File: src/rtl/divider_pkg.sv
// ----------------------------------------------------------------------------
// divider_pkg
//   Shared definitions for the repeated-subtraction divider:
//     - state_t         : FSM state encoding (IDLE=0, CHECK=1, SUB=2, DONE=3)
//     - DEFAULT_WIDTH   : default operand/result width
//     - CYCLE_COUNT_WIDTH / sat_inc : width and saturating increment for the
//       optional cycle counter (REPEATED_SUB_DIVIDER_CYCLE_COUNT_EN)
// ----------------------------------------------------------------------------
package divider_pkg;

    localparam int DEFAULT_WIDTH     = 8;
    localparam int CYCLE_COUNT_WIDTH = 16;

    typedef enum logic [1:0] {
        IDLE  = 2'd0,
        CHECK = 2'd1,
        SUB   = 2'd2,
        DONE  = 2'd3
    } state_t;

    // Increment that sticks at all-ones instead of wrapping.
    function automatic logic [CYCLE_COUNT_WIDTH-1:0] sat_inc(
        input logic [CYCLE_COUNT_WIDTH-1:0] value
    );
        if (value == {CYCLE_COUNT_WIDTH{1'b1}}) begin
            return value;
        end
        return value + CYCLE_COUNT_WIDTH'(1);
    endfunction

endpackage

File: src/rtl/rsd_datapath.sv
// ----------------------------------------------------------------------------
// rsd_datapath
//   Working registers of the repeated-subtraction divider: remainder R,
//   divisor D and quotient Q, plus the subtractor, the R>=D comparator and
//   the D==0 detect. Driven by strobes from the controlling FSM.
//
//   Ports
//     clock, reset    : rising-edge clock, asynchronous active-low reset
//     load            : R<=dividend, D<=divisor, Q<=0
//     sub             : R<=R-D, Q<=Q+1
//     clear           : R, D, Q <= 0
//     dividend/divisor: operands, used only with load
//     r, q            : current remainder / quotient
//     r_ge_d          : R >= D (unsigned)
//     d_zero          : D == 0
//   Strobe priority: load > sub > clear.
// ----------------------------------------------------------------------------
module rsd_datapath
    import divider_pkg::*;
#(
    parameter int WIDTH = DEFAULT_WIDTH
) (
    input  logic             clock,
    input  logic             reset,
    input  logic             load,
    input  logic             sub,
    input  logic             clear,
    input  logic [WIDTH-1:0] dividend,
    input  logic [WIDTH-1:0] divisor,
    output logic [WIDTH-1:0] r,
    output logic [WIDTH-1:0] q,
    output logic             r_ge_d,
    output logic             d_zero
);

    localparam logic [WIDTH-1:0] ONE = WIDTH'(1);

    logic [WIDTH-1:0] r_reg;
    logic [WIDTH-1:0] d_reg;
    logic [WIDTH-1:0] q_reg;

    always_ff @(posedge clock or negedge reset) begin
        if (!reset) begin
            r_reg <= '0;
            d_reg <= '0;
            q_reg <= '0;
        end else if (load) begin
            r_reg <= dividend;
            d_reg <= divisor;
            q_reg <= '0;
        end else if (sub) begin
            r_reg <= r_reg - d_reg;
            q_reg <= q_reg + ONE;
        end else if (clear) begin
            r_reg <= '0;
            d_reg <= '0;
            q_reg <= '0;
        end
    end

    assign r      = r_reg;
    assign q      = q_reg;
    assign r_ge_d = (r_reg >= d_reg);
    assign d_zero = (d_reg == '0);

endmodule

File: src/rtl/repeated_sub_divider.sv
// ----------------------------------------------------------------------------
// repeated_sub_divider
//   Unsigned divider by repeated subtraction. A start in IDLE captures the
//   operands; the FSM then alternates CHECK/SUB until R < D (or D == 0) and
//   publishes the result with a one-cycle done pulse in DONE.
//   Latency from accepting edge to DONE entry: 2q+1 edges (1 for zero-divide).
//
//   Ports
//     clock, reset      : rising-edge clock, asynchronous active-low reset
//     start             : request; accepted only in IDLE
//     dividend, divisor : operands, sampled on the accepting edge
//     busy              : high in CHECK, SUB, DONE
//     done              : high exactly while in DONE
//     quotient          : result (all ones on divide by zero)
//     remainder         : result (dividend on divide by zero)
//     div_by_zero       : divide-by-zero flag for the last result
//     cycles            : (only with REPEATED_SUB_DIVIDER_CYCLE_COUNT_EN)
//                         edges from accepting edge to DONE entry, saturating
// ----------------------------------------------------------------------------
module repeated_sub_divider
    import divider_pkg::*;
#(
    parameter int WIDTH = DEFAULT_WIDTH
) (
    input  logic             clock,
    input  logic             reset,
    input  logic             start,
    input  logic [WIDTH-1:0] dividend,
    input  logic [WIDTH-1:0] divisor,
    output logic             busy,
    output logic             done,
    output logic [WIDTH-1:0] quotient,
    output logic [WIDTH-1:0] remainder,
    output logic             div_by_zero
`ifdef REPEATED_SUB_DIVIDER_CYCLE_COUNT_EN
    ,
    output logic [CYCLE_COUNT_WIDTH-1:0] cycles
`endif
);

    state_t state_reg;
    state_t state_next;

    logic load;
    logic sub;
    logic clear;
    logic finish;     // this edge enters DONE
    logic zero_div;   // the entry into DONE is a divide-by-zero

    logic [WIDTH-1:0] r;
    logic [WIDTH-1:0] q;
    logic             r_ge_d;
    logic             d_zero;

    logic [WIDTH-1:0] quotient_reg;
    logic [WIDTH-1:0] remainder_reg;
    logic             div_by_zero_reg;

    rsd_datapath #(
        .WIDTH (WIDTH)
    ) u_datapath (
        .clock    (clock),
        .reset    (reset),
        .load     (load),
        .sub      (sub),
        .clear    (clear),
        .dividend (dividend),
        .divisor  (divisor),
        .r        (r),
        .q        (q),
        .r_ge_d   (r_ge_d),
        .d_zero   (d_zero)
    );

    always_ff @(posedge clock or negedge reset) begin
        if (!reset) begin
            state_reg <= IDLE;
        end else begin
            state_reg <= state_next;
        end
    end

    always_comb begin
        state_next = state_reg;
        load       = 1'b0;
        sub        = 1'b0;
        clear      = 1'b0;
        finish     = 1'b0;
        zero_div   = 1'b0;
        case (state_reg)
            IDLE: begin
                if (start) begin
                    load       = 1'b1;
                    state_next = CHECK;
                end else begin
                    // Park the working registers at zero between divisions.
                    clear = 1'b1;
                end
            end
            CHECK: begin
                if (d_zero) begin
                    finish     = 1'b1;
                    zero_div   = 1'b1;
                    state_next = DONE;
                end else if (r_ge_d) begin
                    state_next = SUB;
                end else begin
                    finish     = 1'b1;
                    state_next = DONE;
                end
            end
            SUB: begin
                sub        = 1'b1;
                state_next = CHECK;
            end
            DONE: begin
                state_next = IDLE;
            end
            default: begin
                state_next = IDLE;
            end
        endcase
    end

    // On divide by zero no SUB has run, so R still holds the captured dividend.
    always_ff @(posedge clock or negedge reset) begin
        if (!reset) begin
            quotient_reg    <= '0;
            remainder_reg   <= '0;
            div_by_zero_reg <= 1'b0;
        end else if (finish) begin
            quotient_reg    <= zero_div ? {WIDTH{1'b1}} : q;
            remainder_reg   <= r;
            div_by_zero_reg <= zero_div;
        end
    end

    assign busy        = (state_reg != IDLE);
    assign done        = (state_reg == DONE);
    assign quotient    = quotient_reg;
    assign remainder   = remainder_reg;
    assign div_by_zero = div_by_zero_reg;

`ifdef REPEATED_SUB_DIVIDER_CYCLE_COUNT_EN
    // count_reg holds the edges elapsed since the accepting edge; the DONE
    // entry edge itself is added when latching into cycles_reg.
    logic [CYCLE_COUNT_WIDTH-1:0] count_reg;
    logic [CYCLE_COUNT_WIDTH-1:0] cycles_reg;

    always_ff @(posedge clock or negedge reset) begin
        if (!reset) begin
            count_reg  <= '0;
            cycles_reg <= '0;
        end else begin
            if (load) begin
                count_reg <= '0;
            end else if (state_reg == CHECK || state_reg == SUB) begin
                count_reg <= sat_inc(count_reg);
            end
            if (finish) begin
                cycles_reg <= sat_inc(count_reg);
            end
        end
    end

    assign cycles = cycles_reg;
`endif

endmodule

File: config.mk
export PLATFORM = sky130hd
export DESIGN_NAME = repeated_sub_divider
export DESIGN_NICKNAME = d
export VERILOG_FILES = /design/src/rtl/divider_pkg.sv /design/src/rtl/rsd_datapath.sv /design/src/rtl/repeated_sub_divider.sv
export SDC_FILE = /design/constraint.sdc
export NUM_CORES = 1
export LEC_CHECK = 0
export ABC_AREA = 1
export BUFFER_PORTS_ARGS = -buffer_cell sky130_fd_sc_hd__clkbuf_2
export CAP_MARGIN = 10
export CORE_MARGIN = 1
export CORE_UTILIZATION = 58
export CTS_BUF_LIST = sky130_fd_sc_hd__clkbuf_8
export DETAILED_ROUTE_END_ITERATION = 6
export GPL_ROUTABILITY_DRIVEN = 0
export PLACE_DENSITY = 0.81
export SLEW_MARGIN = 20
export SYNTH_ARGS = -nofsm -noshare
export SYNTH_HDL_FRONTEND = slang
export SYNTH_HIERARCHICAL = 1
export SYNTH_SLANG_ARGS = --single-unit
File: constraint.sdc
create_clock -name clock -period 2.1 [get_ports clock]
set_input_delay 0.315 -clock clock [delete_from_list [all_inputs] [get_ports clock]]
set_output_delay 0.315 -clock clock [all_outputs]
set_load 0.01 [all_outputs]
==> metrics.txt, run 1 <==
outcome=finished with violations; failing checks=negative hold slack; vias=2,141; syn_area_per_cell=8.00 um2; clock transition at the registers of the reported paths=0.08 ns; Synth cell types=30; Post-Syn Area=2400 um2; DR DRC count=0; Worst path most repeated cell=nand2_2; Startpoint Class=register; largest net degree at the start of global routing=24; Synthesized Nets=330; Power Dens Cells=1610 nW/um2; First DRT Iteration DRCs=161; number of I/O port buffers=37; worst endpoint required time=2.35 ns; number of hold-repair buffers added at the cts stage=0; dpl hpwl=3630 um; design area=2800 um2; dpl cell area=2610 um2; Worst slew margin=0.607; I/O Pins=38; Final period util=0.984; CP Max Fanout=8; setup violators final=0; final hold vios=21; Core Rows=23; die height=66.3 um; Mapped Cells=300; share of cells above drive strength 1=0.245; post-layout util=0.705; sequential area share after synthesis=0.449; peak supply drop=718 uV; clk sink count=43; unrepaired setup endpoints after global routing=yes; WL/cell=13.8 um; grt met1 use=0.365; Finished Layout Cells=397; vias in the first global route=1,876; Layout Nets=376; met2 Use GR=0.381; clk_skew=0.00869 ns; Setup CP Type=register to register; routing usage on met3=0.0655; Die Wd=66.3 um; GR peak layer=met2; worst hold slack=-0.00560 ns; Worst Max-Slew Pin Slew=0.590 ns; drt pass-1 iters=7; number of antenna-violating nets in the routed design=0; overall fraction of global-route tracks in use=0.258; Hold Crit Class=input port to async pin; initial antenna violation count=0; fmax=484 MHz; gr ovfl total=0; CTS max path bufs=2; WP data arrival=2.32 ns; Vias/cell=5.39; slowest stage delay, CP=0.40 ns; # Max-Cap Violations=0; Power, Total=4.49 mW; Initial Util=0.604; leak pwr=1.56 nW; DP Cell Count=385; critical-path cell list=inv_2 -> ha_4 -> inv_2 -> fa_2 -> nand2_2 -> nand2_2 -> nand2_2 -> o2111ai_2 -> inv_1 -> nor2_2 -> nor2_4 -> clkbuf_16 -> nand2_1 -> nand2_1; CP endpoint kind=register; post-synthesis register bit count=43; Die ar.=4400 um2; Worst path top cell family by delay=simple AND/OR/NAND/NOR gates; fin. max-slew vios=0; clock buffer count from CTS=5; Final min period=2.07 ns; root buf cell=clkbuf_8; Synth warnings=6; CTS tree=built; ant diodes=0; synthesis-to-finish area growth=16.7%; H-tree lvl count=2; critical path's slowest cell=dfrtp_1; clk_lat worst skew=0.31 ns; first-pass GRT wire length=8400 um; crit path buf inv count=4; Final Routed Wirelength=5480 um; Core Box Area=3970 um2
-- cells by family after synthesis --
logic type / synth area share
and+or+nand+nor: 0.311
buffers and inverters: 0.0975
DFF: 0.449
AOI/OAI and AO/OA: 0.0783
adders and majority gates: 0.0605
xor gates and xnor gates: 0.00365
-- Yosys cell counts (all sizes together) --
| library cell | count | area share |
|---|---|---|
| xnor2 | 1 | 0.0037 |
| nand3b | 3 | 0.0094 |
| a22oi | 1 | 0.0031 |
| dfrtp | 43 | 0.45 |
| o22ai | 2 | 0.0052 |
| nand3 | 23 | 0.054 |
| a21oi | 10 | 0.021 |
| nand4 | 2 | 0.0052 |
| o2111ai | 1 | 0.0037 |
| o211ai | 1 | 0.0052 |
| buf | 6 | 0.028 |
| inv | 44 | 0.070 |
| a22o | 1 | 0.0037 |
| nor2 | 15 | 0.040 |
| ha | 10 | 0.052 |
| nor3 | 3 | 0.0063 |
| nand2 | 117 | 0.20 |
| o21ai | 16 | 0.037 |
| fa | 1 | 0.0083 |
-- worst register-to-register path, delay by kind of cell, from the launching register on --
| family | cells | cell delay, ns |
|---|---|---|
| compound gates | 1 | 0.13 |
| simple gates | 7 | 0.57 |
| fa+ha+maj | 2 | 0.51 |
| buf+inv | 4 | 0.40 |
| flops | 1 | 0.40 |
-- cell usage in the layout, fill, tap and decap left out, types with 5 or more instances in the layout --
| cell | n |
|---|---|
| a21oi_1 | 10 |
| buf_4 | 6 |
| clkbuf_2 | 37 |
| clkbuf_8 | 5 |
| dfrtp_1 | 43 |
| ha_1 | 9 |
| inv_1 | 41 |
| nand2_1 | 102 |
| nand2_2 | 12 |
| nand3_1 | 20 |
| nor2_1 | 10 |
| o21ai_0 | 14 |
-- path summary, 6_finish.rpt --
path,end,slack [ns],from,cells past startpoint
max in group asynchronous,u_datapath/d_reg[5],1.51,reset,2
worst min-delay path,u_datapath/q[1],-0.006,reset,1
worst min register to register,remainder[3],0.47,remainder[3],2
worst max-delay path,quotient[7],0.03,u_datapath/r[0],14
worst max register to register,quotient[7],0.03,u_datapath/r[0],14
min in group clock,u_datapath/d_reg[0],0.21,divisor[0],3
-- power breakdown --
group          internal [mW]  switching, mW
Combinational          0.989           1.63
Sequential              1.12          0.237
Clock                  0.227          0.286
Total                   2.34           2.15
-- per-stage QoR --
stage | TNS, ns | worst slack [ns]
floorplan | 0 | 0.202
global placement | 0 | 0.0564
detailed placement | -0.450 | -0.0617
CTS | 0 | 0.0336
global route | -1.17 | -0.0850
finish | 0 | 0.0326
-- cell type report --
class | instances | area (um2)
multi-input combinational | 207 | 1130
timing repair buffer | 45 | 275
fill | 316 | 1170
sequential | 43 | 1080
inverter | 44 | 168
clock inverter | 3 | 16.3
tap | 50 | 62.6
clock buffer | 5 | 68.8
-- routing by layer --
layer / part of all wire / vias up / routed length (um)
li1: - / 1032 / -
met1: 0.44 / 1005 / 2400
met2: 0.46 / 93 / 2530
met3: 0.077 / 11 / 423
met4: 0.022 / 0 / 121
met5: 0 / - / 0
-- what timing repair did --
| item | 4_1_cts | 5_1_grt |
|---|---|---|
| gates resized for setup | 0 | 14 |
| cloned | 0 | 1 |
| pin swaps | 1 | 10 |
| setup endpoints to repair | 16 | 18 |
| setup buffers | 2 | 1 |
Power figures use the tool's default switching activity.
==> run 2: changes to the inputs <==
CORE_UTILIZATION = 56   (was 58)
CTS_BUF_LIST = not set   (was sky130_fd_sc_hd__clkbuf_8)
PLACE_DENSITY = 0.79   (was 0.81)
REMOVE_ABC_BUFFERS = 1   (was not set)
==> run 2 against run 1 <==
Against the previous run: the run now ends clean; sequential cell count stayed put; die area grew 3.5%; sequential power is essentially flat; via count down 8.0%; critical path depth stayed put; total power down 1.8%; global-route usage shrank 1.0 points; count of clock-buffer cells in the layout did not move; hold slack improved by 0.23 ns; largest power group unchanged.
==> metrics.txt, run 2 (same netlist as run 1, synthesis figures left out) <==
GR peak layer=met2; worst endpoint required time=2.34 ns (about the same); DR DRC count=0 (unchanged); clock buffer count from CTS=5 (unchanged); Hold Crit Class=input port to register; worst hold slack=0.224 ns (+0.229 ns); CTS max path bufs=2 (unchanged); clk_lat worst skew=0.30 ns (about the same); vias=1,969 (-8.0%); critical-path cell list=inv_2 -> ha_1 -> inv_1 -> fa_2 -> nand2_1 -> nand2_1 -> nand2_2 -> o2111ai_2 -> inv_1 -> nor2_2 -> nor2_4 -> buf_12 -> nand2_1 -> nand2_1; Reg-to-Reg End=remainder[5]; clock transition at the registers of the reported paths=0.08 ns (about the same); H-tree lvl count=2 (unchanged); clk sink count=43 (unchanged); Final min period=1.97 ns (-0.100 ns); I/O Pins=38 (unchanged); Final Routed Wirelength=4840 um (-12%); hold path depth=3; FF-to-FF path depth=14 (unchanged); leak pwr=1.54 nW (-1.1%); First DRT Iteration DRCs=117 (-27%); Die Wd=67.4 um (+1.7%); number of antenna-violating nets in the routed design=0 (unchanged); critical path's slowest cell=dfrtp_1; initial antenna violation count=0 (unchanged); Worst R2R Start=u_datapath/r[0]; crit path buf inv count=4 (unchanged); peak supply drop=755 uV (+5.1%); routing usage on met3=0.0591 (-0.00640); share of cells above drive strength 1=0.229 (-0.0160); final hold vios=0 (-100%); first-pass GRT wire length=8180 um (-2.7%); WP data arrival=2.20 ns (-0.12 ns); vias in the first global route=1,781 (-5.1%); overall fraction of global-route tracks in use=0.248 (-0.0104); Power Dens Cells=1590 nW/um2 (-1.3%); met2 Use GR=0.366 (-0.0151); synthesis-to-finish area growth=16.1%; Worst Max-Slew Pin Slew=0.478 ns (-0.113 ns); WL/cell=12.3 um (-11%); Setup CP Type=register to register; Hold EP=u_datapath/d_reg[2]; CTS tree=built; Die ar.=4550 um2 (+3.5%); dpl hpwl=3580 um (-1.6%); Worst slew margin=0.680 (+0.0738); CP Max Fanout=15 (+7); outcome=finished clean; Layout Nets=374 (-0.53%); fmax=508 MHz (+5.1%); post-layout util=0.686 (-0.0187); die height=67.4 um (+1.7%); R2R Setup Slk=0.13 ns (+0.10 ns); Fillers=326 (+3.2%); Initial Util=0.591 (-0.0129); commonest non-fill, non-tap cell in the layout=nand2_1; CP endpoint kind=register; HP Start=divisor[2]; setup violators final=0 (unchanged); Core Rows=23 (unchanged); Worst path most repeated cell=nand2_1; number of I/O port buffers=37 (unchanged); Core Box Area=4060 um2 (+2.2%); largest net degree at the start of global routing=28 (+17%); slowest stage delay, CP=0.41 ns (about the same); Vias/cell=4.98 (-7.6%); gr ovfl total=0 (unchanged); # Max-Cap Violations=0 (unchanged); fin. max-slew vios=0 (unchanged); Final period util=0.937 (-0.0476); most frequent cells in the layout=nand2_1, dfrtp_1, inv_1, clkbuf_2, nand3_1; root buf cell=clkbuf_8; Startpoint Class=register; ant diodes=0 (unchanged); drt pass-1 iters=5 (-2); clk_skew=0.0123 ns (+0.00360 ns); Worst path top cell family by delay=simple AND/OR/NAND/NOR gates; grt met1 use=0.348 (-0.0172)
## run 2: changes by cell type in the layout (fill, tap and decap cells not counted)
cell / change
nand2_4: -1
clkinv_4: +1
nand2_1: +3
clkbuf_16: -1
clkinvlp_4: -1
buf_4: -2
bufinv_16: +1
dlygate4sd3_1: +1
inv_2: -1
nand2_2: -2
## run 2: how the worst max path moves through the flow
stage | from | to | slack (ns) | cells past startpoint
6_report | u_datapath/r[0] | remainder[5] | 0.13 | 14
5_1_grt | u_datapath/r[0] | remainder[4] | -0.05 | 14
4_1_cts | u_datapath/r[0] | remainder[3] | 0.04 | 14
3_5_place_dp | u_datapath/r[0] | remainder[3] | 0.07 | 14
3_3_place_gp | u_datapath/r[0] | remainder[2] | 0.15 | 14
2_1_floorplan | state_reg[1] | u_datapath/r[4] | 0.003 | 8
## run 2: area by class of cell
type	count	area, um2	share of cell area
well taps	50	62.6	0.0225
clock inverters	3	43.8	0.0157
flip-flops and latches	43	1080	0.387
inverters	44	168	0.0602
multi-input cells	207	1120	0.402
repair buffers	43	245	0.0881
clock buffers	5	68.8	0.0247
## run 2: metal layers
layer  part of all wire  vias up
met5                  0        -
met4             0.0070        0
met3              0.048        2
met2               0.46       53
met1               0.49      882
li1                   -     1032
## run 2: worst register-to-register path: stages, from the launching register on
cell	delay, ns
dfrtp_1	0.41
inv_2	0.07
ha_1	0.13
inv_1	0.05
fa_2	0.34
nand2_1	0.07
nand2_1	0.08
nand2_2	0.09
o2111ai_2	0.12
inv_1	0.09
nor2_2	0.05
nor2_4	0.15
buf_12	0.15
nand2_1	0.06
nand2_1	0.06
## run 2: where the power goes
part | internal [mW] | switching, mW
combinational | 0.914 | 1.51
sequential | 1.12 | 0.229
clock | 0.354 | 0.286
## run 2: what timing repair did
item                                    in CTS  in global routing
resized for setup                            0                  8
hold buffers                                 1                  0
hold endpoints to repair                    16                  0
endpoints found under the setup margin       0                 18
setup buffers                                0                  2
## run 2: stage by stage
step / TNS (ns) / instances / cell area [um2] / setup slack (ns) / power [mW]
after floorplan: 0 / 294 / 2330 / 0.00271 / 3.00
after global placement: 0 / 384 / 2620 / 0.145 / 3.58
after detailed placement: 0 / 384 / 2620 / 0.0697 / 3.66
after CTS: 0 / 393 / 2740 / 0.0402 / 4.31
after global routing: -0.514 / 395 / 2780 / -0.0479 / 4.88
final: 0 / 395 / 2780 / 0.133 / 4.41
